--- src/rtl/seg_scan_ctrl_pkg.sv ---
// Shared constants for the seven-segment scan controller: the default digit
// count, the all-off cathode pattern and the hex-to-segment lookup table.
package seg_scan_ctrl_pkg;

    localparam int DEFAULT_NUM_DIGITS = 8;

    // Cathodes are active-low, so all ones turns every segment off.
    localparam logic [6:0] SEG_BLANK = 7'h7F;

    // Active-low {g,f,e,d,c,b,a} patterns; entry n lives at index n.
    localparam logic [15:0][6:0] HEX_SEG_TABLE = {
        7'h0E, 7'h06, 7'h21, 7'h46,   // F E d C
        7'h03, 7'h08, 7'h10, 7'h00,   // b A 9 8
        7'h78, 7'h02, 7'h12, 7'h19,   // 7 6 5 4
        7'h30, 7'h24, 7'h79, 7'h40    // 3 2 1 0
    };

endpackage

--- src/rtl/seg_scan_ctrl_hex_to_seg.sv ---
// Combinational hex nibble to active-low seven-segment pattern decoder.
module hex_to_seg
    import seg_scan_ctrl_pkg::*;
(
    input  logic [3:0] nibble,
    output logic [6:0] seg
);

    assign seg = HEX_SEG_TABLE[nibble];

endmodule

--- src/rtl/seg_scan_ctrl.sv ---
// Eight-digit multiplexed seven-segment scanner. A synchronised rising edge
// of led_clk advances the digit index; display data is snapshotted once per
// frame (when the scan wraps to digit 0) so a frame never mixes two values.
module seg_scan_ctrl
    import seg_scan_ctrl_pkg::*;
#(
    parameter int NUM_DIGITS  = DEFAULT_NUM_DIGITS,
    parameter int SYNC_STAGES = 2
) (
    input  logic                          clk,
    input  logic                          reset,
    input  logic                          led_clk,
    input  logic [4*NUM_DIGITS-1:0]       data_in,
    input  logic [NUM_DIGITS-1:0]         dp_in,
    input  logic [NUM_DIGITS-1:0]         blank_in,
    input  logic                          lz_en,
    output logic [NUM_DIGITS-1:0]         an,
    output logic [6:0]                    seg,
    output logic                          dp,
    output logic [$clog2(NUM_DIGITS)-1:0] digit_sel,
    output logic                          frame_done
);

    localparam int IDX_W = $clog2(NUM_DIGITS);
    localparam logic [IDX_W-1:0] LAST_IDX = IDX_W'(NUM_DIGITS - 1);

    logic [SYNC_STAGES-1:0]  sync_reg;
    logic                    hist_reg;
    logic                    step;
    logic                    wrap;

    logic [IDX_W-1:0]        digit_sel_reg, digit_next;
    logic [4*NUM_DIGITS-1:0] data_reg, data_next;
    logic [NUM_DIGITS-1:0]   dp_shadow_reg, dp_shadow_next;
    logic [NUM_DIGITS-1:0]   blank_reg, blank_next;
    logic                    lz_reg, lz_next;

    logic [NUM_DIGITS-1:0]   an_reg, an_next;
    logic [6:0]              seg_reg, seg_next;
    logic                    dp_reg, dp_next;
    logic                    frame_done_reg;

    logic [3:0]              nibble_arr [NUM_DIGITS];
    logic [NUM_DIGITS-1:0]   lz_blank;
    logic [NUM_DIGITS-1:0]   digit_blank;
    logic [6:0]              seg_dec;

    // Bring led_clk into the clk domain and remember the last synced level.
    always_ff @(posedge clk or negedge reset) begin
        if (!reset) begin
            sync_reg <= '0;
            hist_reg <= 1'b0;
        end else begin
            sync_reg <= {sync_reg[SYNC_STAGES-2:0], led_clk};
            hist_reg <= sync_reg[SYNC_STAGES-1];
        end
    end

    // One-cycle pulse per synced rising edge; falling edges are ignored.
    assign step = sync_reg[SYNC_STAGES-1] & ~hist_reg;
    assign wrap = step && (digit_sel_reg == LAST_IDX);

    // Next digit index and next frame snapshot (refreshed only on wrap).
    always_comb begin
        digit_next     = digit_sel_reg;
        data_next      = data_reg;
        dp_shadow_next = dp_shadow_reg;
        blank_next     = blank_reg;
        lz_next        = lz_reg;
        if (step) begin
            digit_next = wrap ? '0 : digit_sel_reg + 1'b1;
        end
        if (wrap) begin
            data_next      = data_in;
            dp_shadow_next = dp_in;
            blank_next     = blank_in;
            lz_next        = lz_en;
        end
    end

    // Per-digit nibble split and leading-zero blanking of the upcoming snapshot.
    for (genvar gi = 0; gi < NUM_DIGITS; gi++) begin : g_digit
        assign nibble_arr[gi] = data_next[4*gi +: 4];
        if (gi == 0) begin : g_rightmost
            // The rightmost digit always shows, so a zero value reads "0".
            assign lz_blank[gi] = 1'b0;
        end else begin : g_upper
            assign lz_blank[gi] = lz_next && (data_next[4*NUM_DIGITS-1:4*gi] == '0);
        end
    end

    assign digit_blank = blank_next | lz_blank;

    hex_to_seg u_hex_to_seg (
        .nibble (nibble_arr[digit_next]),
        .seg    (seg_dec)
    );

    // Pin values for the digit that will be active after this edge.
    always_comb begin
        an_next  = '1;
        seg_next = SEG_BLANK;
        dp_next  = 1'b1;
        if (!digit_blank[digit_next]) begin
            an_next[digit_next] = 1'b0;
            seg_next            = seg_dec;
            dp_next             = ~dp_shadow_next[digit_next];
        end
    end

    // Scan state, snapshot and registered pin drive; everything holds without a step.
    always_ff @(posedge clk or negedge reset) begin
        if (!reset) begin
            digit_sel_reg  <= LAST_IDX;
            data_reg       <= '0;
            dp_shadow_reg  <= '0;
            blank_reg      <= '0;
            lz_reg         <= 1'b0;
            an_reg         <= '1;
            seg_reg        <= SEG_BLANK;
            dp_reg         <= 1'b1;
            frame_done_reg <= 1'b0;
        end else begin
            data_reg       <= data_next;
            dp_shadow_reg  <= dp_shadow_next;
            blank_reg      <= blank_next;
            lz_reg         <= lz_next;
            frame_done_reg <= wrap;
            if (step) begin
                digit_sel_reg <= digit_next;
                an_reg        <= an_next;
                seg_reg       <= seg_next;
                dp_reg        <= dp_next;
            end
        end
    end

    assign an         = an_reg;
    assign seg        = seg_reg;
    assign dp         = dp_reg;
    assign digit_sel  = digit_sel_reg;
    assign frame_done = frame_done_reg;

endmodule

--- config.mk ---
export PLATFORM = sky130hd
export DESIGN_NAME = seg_scan_ctrl
export DESIGN_NICKNAME = d
export VERILOG_FILES = /design/src/rtl/seg_scan_ctrl_pkg.sv /design/src/rtl/seg_scan_ctrl_hex_to_seg.sv /design/src/rtl/seg_scan_ctrl.sv
export SDC_FILE = /design/constraint.sdc
export NUM_CORES = 1
export LEC_CHECK = 0
export BUFFER_PORTS_ARGS = -buffer_cell sky130_fd_sc_hd__buf_4
export CORE_MARGIN = 1
export CORE_UTILIZATION = 50
export CTS_BUF_LIST = sky130_fd_sc_hd__clkbuf_16
export CTS_CLUSTER_DIAMETER = 30
export DETAILED_ROUTE_END_ITERATION = 8
export GPL_TIMING_DRIVEN = 0
export PLACE_DENSITY = 0.73
export SYNTH_ARGS = -nofsm -noshare
export SYNTH_HDL_FRONTEND = slang
export SYNTH_SLANG_ARGS = --single-unit
export TNS_END_PERCENT = 20
--- constraint.sdc ---
create_clock -name clk -period 3.9 [get_ports clk]
set_input_delay 0.78 -clock clk [delete_from_list [all_inputs] [get_ports clk]]
set_output_delay 0.78 -clock clk [all_outputs]
set_load 0.01 [all_outputs]
### Word level (Yosys, flattened, before mapping)

Memory sizes are Yosys's and may differ from the RTL's.
Index checks and enable logic that the tools add are counted.

| cells by class | value |
|---|---|
| mux-type cells | 19 |
| magnitude comparators | 4 |
| reduce and logical (&&, ||, !) cells | 16 |
| bitwise logic cells | 6 |
| $add $sub $neg | 1 |
| eq/ne operators | 1 |

Operator list:

| cell | number |
|---|---|
| $mux 32 | 1 |
| $logic_not 28->1 | 1 |
| $logic_not 24->1 | 1 |
| $mux 8 | 3 |
| $logic_not 20->1 | 1 |
| $logic_not 16->1 | 1 |
| $mux 7 | 2 |
| $bmux 4 s3 | 1 |
| $logic_not 12->1 | 1 |
| $logic_and 1x1->1 | 9 |
| $logic_not 8->1 | 1 |
| $mux 4 | 2 |
| $not 8->8 | 1 |
| $or 8x8->8 | 1 |
| $bmux 1 s3 | 2 |
| $mux 3 | 2 |
| $lt 4x5->1 const B | 1 |
| $mux 1 | 5 |
| $ge 4x4->1 const B | 1 |
| $logic_not 4->1 | 1 |
| $lt 3x4->1 const B | 1 |
| $not 3->4 | 1 |
| $add 3x1->3 const B | 1 |
| $demux 1 s3 | 1 |
| other kinds (4) | 5 |

| word-level totals | value |
|---|---|
| output and inout port bits | 20 |
| memories kept | 1 |
| bits in registers | 72 |
| ROM bits | 112 |
| word-level logic and storage cells | 59 |

Memories:

| name | words | bits a word | read ports | clocked after memory_dff | wr ports | RTL line | source |
|---|---|---|---|---|---|---|---|
| (no name shown) | 16 | 7 | 1 | 0 | 0 | seg_scan_ctrl_hex_to_seg.sv:9 | `assign seg = HEX_SEG_TABLE[nibble];` |

### Depth between registers and ports, before layout

| logic depth | value |
|---|---|
| word-level depth | 12 |
| mapped depth | 17 |

### By module

Synthesis repeated with hierarchy kept, for this count alone.

| second synthesis, totals | value |
|---|---|
| cell total of the unflattened synthesis | 353 |
| area total of the unflattened synthesis | 3783.6 µm² |

By module, submodules not included:

| module | area an instance (µm²) | instances | cells an instance |
|---|---|---|---|
| seg_scan_ctrl | 3508.4 | 1 | 321 |
| hex_to_seg | 275.3 | 1 | 32 |

### Worst setup path before layout

OpenSTA, ideal clock, no wires.

| timing path | value |
|---|---|
| kind | register to register |
| from | register digit_sel_reg[1] (netlist: digit_sel[1]) |
| to | register seg_reg[3] (netlist: seg[3]) |
| slack | 0.482 ns |
| clock period less this slack | 3.418 ns |
| data arrival time | 3.349 ns |
| cell stages (with the launch flop) | 15 |
| data required time | 3.832 ns |
| path through | dfstp_2 ha_1 ha_1 buf_6 nand3b_1 buf_2 mux2_2 mux2_2 a32oi_1 or3b_1 inv_1 ha_1 inv_1 mux4_2 a21oi_2 |

| between the ends | value |
|---|---|
| elaborated cells between the ends (all ways) | 32 |
| those cells by class | add/sub (1); eq/ne (1); mux (12); bitwise (2); reduce/logical (15); memory (1) |

RTL lines:

| element | RTL line | source |
|---|---|---|
| from (decl) | seg_scan_ctrl.sv:32 | `logic [IDX_W-1:0] digit_sel_reg, digit_next;` |
| from (signal assigned) | seg_scan_ctrl.sv:130 | `digit_sel_reg <= digit_next;` |
| $eq 3x3->1 | seg_scan_ctrl.sv:61 | `assign wrap = step && (digit_sel_reg == LAST_IDX);` |
| $logic_and 1x1->1 | seg_scan_ctrl.sv:61 |  |
| $mux 32 | seg_scan_ctrl.sv:73 | `if (wrap) begin` |
| named net data_next[1] | seg_scan_ctrl.sv:33 | `logic [4*NUM_DIGITS-1:0] data_reg, data_next;` |
| $bmux 4 s3 | seg_scan_ctrl.sv:95 | `.nibble (nibble_arr[digit_next]),` |
| $mux 4 (implied by the code) (2 in series) | seg_scan_ctrl.sv:95 |  |
| $mem_v2 16x7 | n/a |  |
| $mux 7 (implied by the code) | seg_scan_ctrl_hex_to_seg.sv:9 |  |
| $mux 7 | seg_scan_ctrl.sv:104 | `if (!digit_blank[digit_next]) begin` |
| to (signal assigned) | seg_scan_ctrl.sv:132 | `seg_reg <= seg_next;` |
| to (decl) | seg_scan_ctrl.sv:39 | `logic [6:0] seg_reg, seg_next;` |

The timed path passes the listed nets, and every way through them passes these cells. The select of a mux whose other input is x is not followed.
A chain may end at the register's enable or synchronous reset.

### Final worst setup path

| timing path | value |
|---|---|
| from | register digit_sel_reg[1] (netlist: digit_sel[1]) |
| to | register seg_reg[3] (netlist: seg[3]) |

| between the ends | value |
|---|---|
| word-level cells in the longest chain between the ends | 11 |
| elaborated cells between the ends (all ways) | 32 |
| those cells by class | add/sub (1); eq/ne (1); mux (12); bitwise (2); reduce/logical (15); memory (1) |

Ends and longest elaborated chain:

| element | RTL line |
|---|---|
| branches (longest 10 deep; another with $mem_v2 16x7) | n/a |
| $mux 7 * | seg_scan_ctrl.sv:104 |

Every way passes the cells marked *. The select of a mux whose other input is x is not followed.

==> results by group <==
Run status
  • Outcome: complete, no violations

Clocking
  • Post-CTS Setup Inserts: 0
  • Maximum clock path buffer count: 2
  • CTS Sinks: 72
  • Worst skew pair latency: 0.34 ns
  • CTS H-tree lvls: 3
  • Clock slew at reported path FFs: 0.06 ns
  • CTS tree: built
  • Cts bufs inserted: 9
  • CTS Root Cell: clkbuf_16
  • Hold Buf Count CTS: 0

Worst hold path
  • Hold path start: sync_reg[0]$_DFF_PN0_
  • WHS Endpoint: sync_reg[1]$_DFF_PN0_
  • Worst hold path class: reg2reg
  • Hold Path Depth: 0

Pwr
  • Power share of the combinational group: 0.496
  • Sequential Power Share: 0.326
  • Power after layout: 4.19 mW
  • Internal power: 2.47 mW
  • P_sw: 1.73 mW
  • PwrDens: 854 mW/mm2
  • Leak: 2.23 nW
  • Clock Power Share: 0.178
  • Worst vdd ir: 0.381 mV
  • Sw Share: 0.412

Yosys
  • Post-synth cell types: 70
  • Area contributors post-synth: dfrtp_1, dfstp_2, nand2_1
  • Ys Warns: 0
  • Mapped Cells: 402
  • Most numerous cell in the Yosys netlist: nand2_1
  • Post-synth top area cell: dfrtp_1
  • Post-Syn Nets: 461
  • Post-synthesis sequential area ratio: 0.461
  • EDFF count, synth: 0
  • Synth cell count leaders: nand2_1, dfrtp_1, nor2_1
  • Avg Inst Size Synth: 9.85 um2
  • Combined area of all synthesized cells: 0.00396 mm2
  • FF+latch count, synth: 72
  • Synth Flop Type: dfrtp_1
  • Synth top area share: 0.335
  • Fraction of registers with async set/reset: 1.00

Setup path
  • Largest stage delay, worst path: 0.59 ns
  • Crit. path cell count: 16
  • Reg-to-reg slack, setup: 0.15 ns
  • Family with the most delay on the worst path: buffers and inverters
  • Buffers & Inverters on Critical Path: 6
  • Worst EP arrival: 4.03 ns
  • Most frequent cell on the critical path: ha_1
  • CP Max Fanout: 10
  • CP max stage cell: dfstp_2
  • Reg2Reg Launch Point: digit_sel[1]$_DFFE_PN1N_
  • Critical Path Source Type: flop
  • RR Endpoint: seg[3]$_DFFE_PN1N_
  • Worst path cell trace: ha_1 -> ha_1 -> buf_6 -> nand3b_1 -> clkbuf_4 -> buf_4 -> buf_4 -> nor2_1 -> a21oi_1 -> a32oi_1 -> or3b_4 -> inv_1 -> ha_1 -> inv_1 -> mux4_2 -> a21oi_2
  • Critical path class: reg2reg
  • R2R cell count: 16
  • Worst Setup End Kind: flop
  • Required time of the critical path: 4.17 ns

Layout
  • Final core utilization: 0.638
  • Nets: 543
  • Non-Filler Instances: 591
  • Fin area: 0.00491 mm2
  • # fillers: 616
  • Layout area overhead: 23.9%
  • Inserted Diodes: 0
  • Largest register FFs: 32
  • Layout cells sized above 1: 0.329

Detailed routing
  • Initial DRC Count: 304
  • Final wirelength: 10.4 mm
  • Routed wire per std cell: 17.6 um
  • Detailed-route via count: 3443
  • Pre-antenna DRT Iters: 5
  • Post-route DRC: 0
  • DRT antenna net count: 0
  • Vias/cell: 5.83

STA
  • Hold Vio Cnt, Final: 0
  • Pins over their slew limit: 0
  • Highest Clock Rate: 0.266 GHz
  • Final setup vio count: 0
  • Final Skew: 0.00941 ns
  • Final worst-path cycle share: 0.962
  • Slew headroom: 0.400
  • RSZ-0062 raised after global routing: false
  • Fin crit period: 3.75 ns
  • Worst slew pin tran: 0.900 ns
  • Worst setup margin: 0.146 ns

Place
  • Dpl ws: -0.00699 ns
  • Port Buf Inserts: 71
  • Gp weighted congestion: 0.914
  • Placed Area: 0.00462 mm2
  • Number of cells after detailed placement: 575
  • Hpwl dp: 7.57 mm

GRT
  • Grt ovf: 0
  • First-pass GRT wire length: 16.7 mm
  • Pin count of the biggest net entering global routing: 73
  • Tot GR Track Use: 0.263
  • Vias in the first global route: 3288
  • Initial antenna violation count: 0

Die
  • Core region area: 0.00769 mm2
  • Die area: 0.00828 mm2
  • Die Width: 91.0 um
  • Die Span Y: 91.0 um
  • Effective utilization at floorplan: 0.515
  • I/O pin count: 72
  • Row count: 32

Job
  • Max cap viols: 0
[power by group through the flow]
| stage | sequential (mW) | combinational [mW] | clock (mW) |
|---|---|---|---|
| CTS | 1.36 | 2.03 | 0.752 |
| floorplan | 1.35 | 1.41 | 0 |
| global route | 1.40 | 2.26 | 0.793 |
| detailed placement | 1.38 | 2.00 | 0 |
| global placement | 1.36 | 1.95 | 0 |
| finish | 1.37 | 2.08 | 0.747 |
[final cells by class]
| cell class | instances | area [um2] | area share |
|---|---|---|---|
| repair buffers | 71 | 533 | 0.109 |
| multi-input cells | 291 | 1930 | 0.393 |
| plain buffers | 22 | 155 | 0.0316 |
| clock buffers | 9 | 225 | 0.0459 |
| inverters | 17 | 66.3 | 0.0135 |
| clock inverters | 7 | 47.5 | 0.00969 |
| well taps | 102 | 128 | 0.0260 |
| flip-flops and latches | 72 | 1830 | 0.372 |
[cell usage in the layout (no fill, tap or decap), types with 8 or more instances in the layout]
cell        n
dfrtp_1    53
dfstp_2    19
and3_1     10
nor3_1      8
inv_1      13
nor2_1     28
a31oi_1    14
buf_4      77
clkbuf_16   9
mux2_2     17
nand2_1    92
o21ai_0     8
mux2i_1    15
nand3_1    15
nor4_1      8
[cell families after synthesis]
| family | Yosys count | share of synthesized area |
|---|---|---|
| AOI/OAI and AO/OA | 62 | 0.129 |
| muxes | 38 | 0.113 |
| and+or+nand+nor | 184 | 0.221 |
| adders and majority gates | 7 | 0.0221 |
| buffers and inverters | 39 | 0.0547 |
| DFF | 72 | 0.461 |
[timing repair]
item	CTS	global route
resized for setup	1	3
setup endpoints to repair	1	3
pin swaps	0	0
[routing by layer]
layer	GRT usage	part of all wire	up-vias
li1	-	-	1599
met1	0.357	0.44	1695
met2	0.426	0.48	141
met3	0.0544	0.070	8
met4	0.0754	0.011	0
met5	0	0	-
[stage by stage]
step	hold slack, ns	TNS [ns]
2_1_floorplan	0.331	0
3_3_place_gp	0.340	0
3_5_place_dp	0.336	-0.00699
4_1_cts	0.349	0
5_1_grt	0.360	0
6_report	0.347	0
[worst max-delay path by stage]
stage / to / slack [ns] / startpoint
finish: seg[3]$_DFFE_PN1N_ / 0.15 / digit_sel[1]$_DFFE_PN1N_
global route: seg[3]$_DFFE_PN1N_ / 0.006 / digit_sel[1]$_DFFE_PN1N_
CTS: seg[3]$_DFFE_PN1N_ / 0.06 / digit_sel[1]$_DFFE_PN1N_
detailed placement: seg[3]$_DFFE_PN1N_ / -0.007 / digit_sel[1]$_DFFE_PN1N_
global placement: seg[3]$_DFFE_PN1N_ / 0.03 / digit_sel[1]$_DFFE_PN1N_
floorplan: seg[3]$_DFFE_PN1N_ / 0.48 / digit_sel[1]$_DFFE_PN1N_
Power figures use the tool's default switching activity.
